<file path="src/rtl/mux_arbiter.sv">
// Round-robin arbiter that steers a 4-input registered mux.
// It accounts for the mux's one-cycle register latency and caps each grant with a hold limit.
module mux_arbiter #(
   parameter int MAX_HOLD = 16,
   parameter int HOLD_W   = 8
) (
   input  logic       clk,
   input  logic       rst,
   input  logic [3:0] req,
   input  logic [3:0] done,
   output logic [3:0] gnt,
   output logic [1:0] set,
   output logic       saida_valid,
   output logic       busy,
   output logic       timeout
);

   localparam logic [1:0] S_IDLE  = 2'd0;
   localparam logic [1:0] S_SETUP = 2'd1;
   localparam logic [1:0] S_HOLD  = 2'd2;

   localparam logic [HOLD_W-1:0] HOLD_LAST = HOLD_W'(MAX_HOLD - 1);

   logic [1:0]        r_state;
   logic [3:0]        r_gnt;
   logic [1:0]        r_set;
   logic              r_valid;
   logic              r_timeout;
   logic [1:0]        r_ptr;
   logic [HOLD_W-1:0] r_hold;

   logic [7:0]        w_reqDup;
   logic [3:0]        w_reqRot;
   logic [1:0]        w_offset;
   logic [1:0]        w_winner;
   logic              w_release;
   logic              w_limit;

   // Rotate req so that bit 0 is the requester at r_ptr; the first set bit wins.
   assign w_reqDup = {req, req};
   assign w_reqRot = 4'(w_reqDup >> r_ptr);

   always_comb begin
      w_offset = 2'd3;
      if (w_reqRot[0])
         w_offset = 2'd0;
      else if (w_reqRot[1])
         w_offset = 2'd1;
      else if (w_reqRot[2])
         w_offset = 2'd2;
   end

   assign w_winner  = r_ptr + w_offset;
   assign w_release = done[r_set] | ~req[r_set];
   assign w_limit   = (r_hold == HOLD_LAST);

   // The release that ends a grant wins over the hold limit, so timeout flags only forced revocations.
   always_ff @(posedge clk) begin
      if (rst) begin
         r_state   <= S_IDLE;
         r_gnt     <= 4'b0000;
         r_set     <= 2'd0;
         r_valid   <= 1'b0;
         r_timeout <= 1'b0;
         r_ptr     <= 2'd0;
         r_hold    <= '0;
      end else begin
         r_timeout <= 1'b0;
         case (r_state)
            S_IDLE: begin
               if (|req) begin
                  r_state <= S_SETUP;
                  r_gnt   <= 4'b0001 << w_winner;
                  r_set   <= w_winner;
                  r_hold  <= '0;
               end
            end
            S_SETUP: begin
               r_state <= S_HOLD;
               r_valid <= 1'b1;
            end
            S_HOLD: begin
               if (w_release || w_limit) begin
                  r_state   <= S_IDLE;
                  r_gnt     <= 4'b0000;
                  r_valid   <= 1'b0;
                  r_ptr     <= r_set + 2'd1;
                  r_timeout <= ~w_release;
               end else begin
                  r_hold <= r_hold + HOLD_W'(1);
               end
            end
            default: begin
               r_state <= S_IDLE;
               r_gnt   <= 4'b0000;
               r_valid <= 1'b0;
            end
         endcase
      end
   end

   assign gnt         = r_gnt;
   assign set         = r_set;
   assign saida_valid = r_valid;
   assign busy        = (r_state != S_IDLE);
   assign timeout     = r_timeout;

endmodule
</file>
<file path="config.mk">
export PLATFORM = sky130hd
export DESIGN_NAME = mux_arbiter
export DESIGN_NICKNAME = d
export VERILOG_FILES = /design/src/rtl/mux_arbiter.sv
export SDC_FILE = /design/constraint.sdc
export NUM_CORES = 1
export LEC_CHECK = 0
export ABC_AREA = 1
export ABC_CLOCK_PERIOD_IN_PS = 2000
export BUFFER_PORTS_ARGS = -buffer_cell sky130_fd_sc_hd__buf_2
export CAP_MARGIN = 40
export CORE_ASPECT_RATIO = 0.9
export CORE_UTILIZATION = 54
export CTS_BUF_LIST = sky130_fd_sc_hd__clkbuf_8 sky130_fd_sc_hd__clkbuf_16
export CTS_CLUSTER_SIZE = 24
export DETAILED_ROUTE_END_ITERATION = 10
export PLACE_DENSITY = 0.75
export SLEW_MARGIN = 20
export SYNTH_ARGS = -nofsm -noshare
export SYNTH_HDL_FRONTEND = slang
export SYNTH_SLANG_ARGS = --single-unit
</file>
<file path="constraint.sdc">
create_clock -name clk -period 2 [get_ports clk]
set_input_delay 0.4 -clock clk [delete_from_list [all_inputs] [get_ports clk]]
set_output_delay 0.4 -clock clk [all_outputs]
set_load 0.03 [all_outputs]
</file>
### Word-level counts from Yosys, hierarchy flattened

Index checks and enable logic that the tools add are counted.

| operators by class | value |
|---|---|
| add/subtract/negate cells | 3 |
| multipliers | 0 |
| divide/modulo/power cells | 0 |
| $lt $le $gt $ge | 1 |
| equality and inequality tests | 6 |
| shifts and indexed selects | 2 |
| muxes and demuxes | 18 |
| bitwise gates (word level) | 7 |
| reductions and logical operators | 12 |

Operators with widths:

| cell | count |
|---|---|
| two-way mux 8 bit | 2 |
| one-hot mux 8 bit (2 select lines) | 1 |
| one-hot mux 4 bit (3 select lines) | 1 |
| adder 8 x 1 -> 8 bit (second input constant) | 1 |
| == test 8 x 4 -> 1 bit (second input constant) | 1 |
| two-way mux 2 bit | 4 |
| two-way mux 4 bit | 2 |
| AND reduction 2 bit | 4 |
| right shift 8 x 2 -> 3 bit | 1 |
| inequality test 2 bit (second input constant) | 3 |
| inverter 1 bit | 6 |
| one-hot mux 2 bit (3 select lines) | 1 |
| AND reduction 3 bit | 2 |
| binary-select mux 1 bit (select 2 bit) | 2 |
| two-way mux 1 bit | 4 |
| nonzero test 2 bit | 2 |
| OR reduction 4 bit | 1 |
| << shifter 1 x 2 -> 4 bit (first input constant) | 1 |
| less-than comparator 2 x 3 -> 1 bit (second input constant) | 1 |
| one-hot mux 1 bit (3 select lines) | 1 |
| OR reduction 3 bit | 1 |
| adder 2 x 1 -> 2 bit (second input constant) | 1 |
| adder 2 bit | 1 |
| == test 2 x 1 -> 1 bit (second input constant) | 1 |
| other kinds (4) | 4 |

| storage, ports and cells | value |
|---|---|
| register bits after elaboration | 20 |
| bits in latches | 0 |
| bits in writable memories | 0 |
| memory bits (read-only) | 0 |
| input port bits | 10 |
| output and inout port bits | 9 |
| logic and storage cells | 56 |
| memories kept | 0 |

### Depth between registers and ports, before layout

Gate-level depths: netlist of the first run.

| logic depth | value |
|---|---|
| depth in word-level cells | 8 |
| mapped depth | 12 |
| mapped depth without buffers | 12 |

### Worst setup path before layout of the first run

No wires, ideal clock.

| path | value |
|---|---|
| kind | register -> register |
| start | reg r_ptr[0] |
| end | reg r_gnt[2] (netlist: gnt[2]) |
| library setup time | 0.070 ns |
| arrival time | 1.531 ns |
| required time | 1.930 ns |
| setup slack | 0.399 ns |
| stages on the path, launching flop included | 12 |
| buffers on the path | 0 |
| clock period less this slack | 1.601 ns |
| cell sequence | dfxtp_1 -> inv_2 -> nand2_1 -> nand2_1 -> nand2_1 -> o21ai_0 -> o21ai_0 -> ha_1 -> inv_1 -> nand4_1 -> nand3b_1 -> a21oi_1 |

| on the way | value |
|---|---|
| word-level cells in the longest chain between the ends | 8 |

RTL lines:

| element | line | source |
|---|---|---|
| start: declaration | 29 | `logic [1:0] r_ptr;` |
| start signal: assignment | 87 | `r_ptr <= r_set + 2'd1;` |
| right shift 8 x 2 -> 3 bit | 41 | `assign w_reqRot = 4'(w_reqDup >> r_ptr);` |
| two-way mux 1 bit | 49 | `else if (w_reqRot[2])` |
| two-way mux 2 bit | 47 | `else if (w_reqRot[1])` |
| two-way mux 2 bit | 45 | `if (w_reqRot[0])` |
| adder 2 bit (*) | 53 | `assign w_winner = r_ptr + w_offset;` |
| via w_winner[0] | 35 | `logic [1:0] w_winner;` |
| << shifter 1 x 2 -> 4 bit (*) | 73 | `r_gnt <= 4'b0001 << w_winner;` |
| two-way mux 4 bit (*) | 71 | `if (\|req) begin` |
| one-hot mux 4 bit (3 select lines) (*) | 69 | `case (r_state)` |
| end signal: assignment | 73 |  |
| end: declaration | 25 | `logic [3:0] r_gnt;` |

Mark *: on every way through the listed nets, which the timed path passes. The rest lies on a longest branch. The select of a mux whose other input is x is not followed.
A chain may end at the register's enable or synchronous reset.

### Final worst setup path of the first run

| path | value |
|---|---|
| start | reg r_ptr[0] |
| end | reg r_gnt[1] (netlist: gnt[1]) |

The elaborated chain is that of the path after synthesis.

==> metrics.yaml, run 1 <==
die_h_microns: 45.64
cts.reportedPaths.clkPinSlew_ps: 70
hold_class: "in2reg"
main_combinational_cell_family_by_area_after_synthesis: "simple AND/OR/NAND/NOR gates"
hold_ws_ps: 449.5
number_of_distinct_standard_cells_referenced_by_the_synthesized_netlist: 29
cts_tree: "built"
grt_setup_unrepaired: "no"
postSynthRegisterBits: 20
synth_fa_ha_area_share_pct: 2.191
dieWidth_microns: 50.48
number_of_global_route_vias_before_repair: 990
final_hold_fails: 0
grt_first_pass_wirelength_mm: 4.264
fin_ws_ps: 209.5
mappedNetlistNets: 171
drc: 0
firstDrtPassIters: 4
floorplan.initialDensity_pct: 58.53
max-slew-margin-rel_pct: 82.14
worst-endpoint-required_ps: 2190
outcome: "completed"
final_common_cell: "nand2_1"
timing.max_cap.violations: 0
synth_area_sq_um: 1142
cts-buffers-inserted: 3
cts.path.max_buffers: 2
grt_util_all_layers_pct: 25.18
placeableCoreArea_sq_um: 1952
drt.antenna.violating_nets: 0
max_clock_freq_ghz: 0.5585
detail_route.wirelength_mm: 2.413
preCtsSetupSlack_ps: 44.42
ws_path_type: "reg2reg"
cts.sinks: 20
std_cell_rows: 15
fillers: 184
ctsHoldBuffers: 0
dr_total_vias: 1098
fin_util_pct: 66.15
timing.final.crit_period_ps: 1791
design.die.area_sq_um: 2304
synthesis.yosys.warnings: 0
worstPathArrival_ps: 1980
critPathLaunchType: "flop"
beginning_of_the_critical_path: "r_ptr[0]$_SDFFE_PP0P_"
synth_mux_area_share_pct: 0
number_of_antenna_violations_at_the_first_check_in_global_routing: 0
finalSetupViolations: 0
dp.final_hpwl_mm: 1.818
synth-simple-area-share_pct: 37.57
synth_top_cell_by_area: "dfxtp_1"
layout.cells.non_filler: 203
synth_top_area_share_pct: 35.05
io_buffers: 18
drt_first_iter_violations: 28
grt_remaining_overflow: 0
area.growth.synth_to_final_pct: 13.03
synth_compound_gate_area_share_pct: 14.46
power.leakage_uw: 0.0005570
post_synth_inst_count: 159
cts_htree_levels: 1
fin_tns_setup_ps: 0
clockRootBuffer: "clkbuf_8"
ioPinCount: 19
yosys.area_share.xor_xnor_pct: 1.533
post_synth_main_area_contributors: "dfxtp_1, nand3_1, nand2_1"
postSynthAreaPerCell_sq_um: 7.185
avgRoutedWirePerCell_microns: 11.89
powerDensity_nw_per_um2: 790.5
end_kind: "flop"
gpl.final_weighted_congestion: 0.8323
worst_slew_pin_slew_ps: 267.7
clock_insertion_delay_worst_skew_ps: 260
n_antenna_cell: 0
critical_path.reg2reg.startpoint: "r_ptr[0]$_SDFFE_PP0P_"
finClkSkew_ps: 5.238
worstHoldStart: "rst"
period_utilization_pct: 89.53
layout_cell_share_with_drive_strength_beyond_1_pct: 23.03
synth.yosys.seq_area_share_pct: 35.05
critical_path_peak_fanout: 8
via_per_inst: 5.409
layout.nets: 192
final_cell_mix: "nand2_1, inv_1, nand3_1, dfxtp_1, buf_2"
maximum_number_of_pins_on_one_net_before_global_route_repair: 13
placedCellCount: 200
irDropWorstVdd_mv: 0.4948
final-max-slew-violation-count: 0
[cells by family (layout without fill, tap and decap cells)]
group,count (synthesis),count (layout)
AO/OA/AOI/OAI,29,29
XOR/XNOR,2,2
adder cells (fa/ha/maj),2,2
buffers and inverters,26,45
flip-flops,20,20
AND/OR/NAND/NOR,80,80
[state kept, by name, summed over array words and instances, names as in the netlist]
name	cells
r_state	2
timeout	1
saida_valid	1
r_hold	8
set	2
gnt	4
r_ptr	2
[through the flow]
stage                     power, uW  area [sq um]
final                          1021          1291
after floorplan               697.0          1142
after global routing           1073          1291
after global placement        755.2          1249
after detailed placement      762.2          1249
after CTS                      1022          1290
[metal layers]
metal | vias up | GRT usage (%) | wire length, microns
met5 | - | 0 | 0
met1 | 496 | 33.74 | 1197
met3 | 5 | 3.000 | 135
met2 | 31 | 41.07 | 1032
met4 | 0 | 11.67 | 47
li1 | 566 | - | -
[path summary, 6_finish.rpt]
path,to,slack [ps],cells after the start
hold reg to reg,gnt[2]$_SDFFE_PP0P_,460,2
setup reg to reg,gnt[1]$_SDFFE_PP0P_,210,9
hold / removal,r_state[1]$_SDFFE_PP0P_,450,2
setup / recovery,gnt[1]$_SDFFE_PP0P_,210,9
[power breakdown]
part           leakage [uW]  switching (uW)  internal (uW)
logic              0.000372             195           96.7
registers          0.000164            32.6            432
clock network     0.0000216             130            134
total              0.000557             358            663
[worst max-delay path, stage by stage, from the launching register on]
cell and delay [ps]:
dfxtp_2 370, nand2_1 80, clkinv_1 70, o31ai_1 260
o21ai_0 130, ha_1 280, inv_1 50, nor2_1 210
nand3_1 130, a21oi_1 140
[Yosys cell counts]
cell,n
a21boi_1,1
a21oi_1,15
a22o_1,1
buf_6,1
clkbuf_1,1
clkinv_1,1
dfxtp_1,20
ha_1,2
inv_1,20
inv_2,3
nand2_1,24
nand2_2,4
nand2_4,1
nand3_1,19
nand3_2,4
nand3b_1,4
nand3b_2,1
nand4_1,3
nand4_4,1
nor2_1,15
nor2_2,3
nor2_4,1
o211ai_1,1
o21a_1,1
o21ai_0,5
o21ai_1,3
o21bai_2,1
o31ai_1,1
xor2_1,2
[layout make-up]
| class | instances | area [sq um] | area share (%) |
|---|---|---|---|
| Multi-Input combinational cell | 113 | 636.9 | 49.32 |
| Sequential cell | 20 | 401.6 | 31.10 |
| Timing Repair Buffer | 18 | 90.09 | 6.977 |
| Inverter | 24 | 90.09 | 6.977 |
| Clock buffer | 3 | 41.29 | 3.198 |
| Tap cell | 25 | 31.28 | 2.422 |
[repair_timing]
action	CTS	global route
gates resized for setup	0	1
setup buffers	0	0
endpoints found under the setup margin	0	3
Power figures use the tool's default switching activity.
==> run 2: changes to the inputs <==
Settings changed: CORE_ASPECT_RATIO 0.9 to 0.7.
==> run 2 against run 1 <==
Compared with the run above:
- the flow now finishes with violations (DRC)
- worst hold slack got worse by 9.4 ps
- non-clock buffer count did not move
- maximum frequency shrank 0.22%
- via count increased by 3.6%
- utilization up 2.5 points
- register-to-register slack is essentially flat
- die area rose by 0.12%
- sequential cell count unchanged
- worst setup slack got worse by 3.9 ps
- cell count down 0.99%
- sequential power is essentially flat
- clock power up 52%
- largest cell class unchanged
- largest power group unchanged
==> metrics.yaml, run 2 (same netlist as run 1, synthesis figures left out) <==
final_common_cell: "nand2_1"
std_cell_rows: 13  # -2
number_of_antenna_violations_at_the_first_check_in_global_routing: 0  # unchanged
dp.final_hpwl_mm: 1.930  # +6.2%
ws_path_type: "reg2reg"
critPathMaxStageDelay_ps: 370  # about the same
drc: 4  # +4
grt_setup_unrepaired: "no"
cts.sinks: 20  # unchanged
clockRootBuffer: "clkbuf_8"
grt_util_all_layers_pct: 24.20  # -0.98 points
grt_first_pass_wirelength_mm: 4.084  # -4.2%
clock_insertion_delay_worst_skew_ps: 260  # about the same
worst-endpoint-required_ps: 2190  # about the same
worstPathArrival_ps: 1990  # about the same
powerDensity_nw_per_um2: 883.7  # +12%
cts.reportedPaths.clkPinSlew_ps: 70  # about the same
p_switching_uw: 368.5  # +2.9%
path_cells: "nand2_1 -> clkinv_1 -> o31ai_1 -> o21ai_0 -> ha_1 -> inv_1 -> nor2_1 -> nand3_1 -> a21oi_1"
floorplan.initialDensity_pct: 59.52  # +0.99 points
largest_register_ffs: 8  # unchanged
final_hold_fails: 0  # unchanged
timing.final.crit_period_ps: 1794  # +3.898 ps
drt.antenna.violating_nets: 0  # unchanged
final-max-slew-violation-count: 0  # unchanged
n_antenna_cell: 0  # unchanged
io_buffers: 18  # unchanged
placeableCoreArea_sq_um: 1919  # -1.7%
detail_route.wirelength_mm: 2.589  # +7.3%
max_clock_freq_ghz: 0.5573  # -0.22%
grt_most_used_layer: "met2"
end_kind: "flop"
via_per_inst: 5.657  # +4.6%
avgRoutedWirePerCell_microns: 12.88  # +8.4%
power.share.switching_pct: 31.65  # -3.4 points
cts-buffers-inserted: 3  # unchanged
power.leakage_uw: 0.0005712  # +2.5%
finalSetupViolations: 0  # unchanged
max-slew-margin-rel_pct: 79.85  # -2.3 points
layout.nets: 192  # unchanged
totalPowerFinal_uw: 1164  # +14%
internal-power_uw: 795.8  # +20%
violations: "DRC"
share_comb_of_total_power_pct: 25.6  # -3.0 points
dr_total_vias: 1137  # +3.6%
worst_slew_pin_slew_ps: 301.9  # +34.28 ps
ctsHoldBuffers: 0  # unchanged
cts_htree_levels: 1  # unchanged
fin_tns_setup_ps: 0  # unchanged
design.die.area_sq_um: 2306  # +0.12%
firstDrtPassIters: 8  # +4
grt_remaining_overflow: 0  # unchanged
critical_path_peak_fanout: 8  # unchanged
finClkSkew_ps: 2.310  # -2.928 ps
cts.path.max_buffers: 2  # unchanged
timing.max_cap.violations: 0  # unchanged
outcome: "finished with violations"
final_cell_mix: "nand2_1, inv_1, nand3_1, dfxtp_1, buf_2"
post-cts-setup-buffers: 0  # unchanged
critPathLaunchType: "flop"
irDropWorstVdd_mv: 0.6020  # +22%
dieWidth_microns: 56.98  # +13%
hold_class: "in2reg"
cts_tree: "built"
gr-usage-met2_pct: 44.12  # +3.1 points
maximum_number_of_pins_on_one_net_before_global_route_repair: 13  # unchanged
sequentialPowerShare_pct: 39.9  # -5.6 points
gr-usage-met3_pct: 5.806  # +2.8 points
critPathSlowestCell: "dfxtp_2"
die_h_microns: 40.48  # -11%
groute.layer.met1.usage_pct: 29.77  # -4.0 points
top_register: "r_hold"
ioPinCount: 19  # unchanged
drt_first_iter_violations: 46  # +64%
ctsResizeCount: 0  # unchanged
number_of_global_route_vias_before_repair: 944  # -4.6%
gpl.final_weighted_congestion: 0.8406  # +1.0%
period_utilization_pct: 89.72  # +0.19 points
clock_power_share_pct: 34.5  # +8.6 points
area.growth.synth_to_final_pct: 15.33
layout_cell_share_with_drive_strength_beyond_1_pct: 23.46  # +0.43 points
## run 2: per-stage QoR
stage	hold slack, ps	setup WS (ps)	util [%]	std cells	cell area (sq um)
after global placement	446.2	143.1	64.86	197	1245
after global routing	461.4	59.44	68.64	201	1318
after CTS	439.1	166.6	68.58	201	1316
after floorplan	476.2	398.7	-	159	1142
after detailed placement	456.7	83.84	64.86	197	1245
final	440.2	205.6	68.64	201	1318
## run 2: layer usage
| layer | vias to the layer above | share of wire, % |
|---|---|---|
| li1 | 567 | - |
| met1 | 516 | 49 |
| met2 | 48 | 43 |
| met3 | 6 | 6.7 |
| met4 | 0 | 1.1 |
| met5 | - | 0 |
## run 2: final timing paths
kind / startpoint / end / slack, ps / cells after the start
setup / recovery: r_ptr[0]$_SDFFE_PP0P_ / gnt[1]$_SDFFE_PP0P_ / 210 / 9
hold / removal: rst / gnt[2]$_SDFFE_PP0P_ / 440 / 2
setup reg to reg: r_ptr[0]$_SDFFE_PP0P_ / gnt[1]$_SDFFE_PP0P_ / 210 / 9
hold reg to reg: gnt[3]$_SDFFE_PP0P_ / gnt[3]$_SDFFE_PP0P_ / 470 / 2
## run 2: final cells by class
class,instances,area (sq um)
Sequential cell,20,401.6
Clock buffer,3,41.29
Multi-Input combinational cell,113,636.9
Clock inverter,1,30.03
Fill cell,167,601.8
Inverter,24,90.09
Timing Repair Buffer,18,90.09
Tap cell,22,27.53
## run 2: worst max-delay path, delay by kind of cell, from the launching register on
family | cells | cell delay [ps]
flip-flops | 1 | 370
buffers and inverters | 2 | 140
AO/OA/AOI/OAI | 3 | 550
AND/OR/NAND/NOR | 3 | 390
adder cells (fa/ha/maj) | 1 | 290
## run 2: power by group through the flow
stage                     logic [uW]  clock network (uW)  registers [uW]
after global routing             330                 419             468
after floorplan                  192                   0             505
final                            298                 402             464
after detailed placement         294                   0             472
after CTS                        298                 408             463
after global placement           287                   0             470
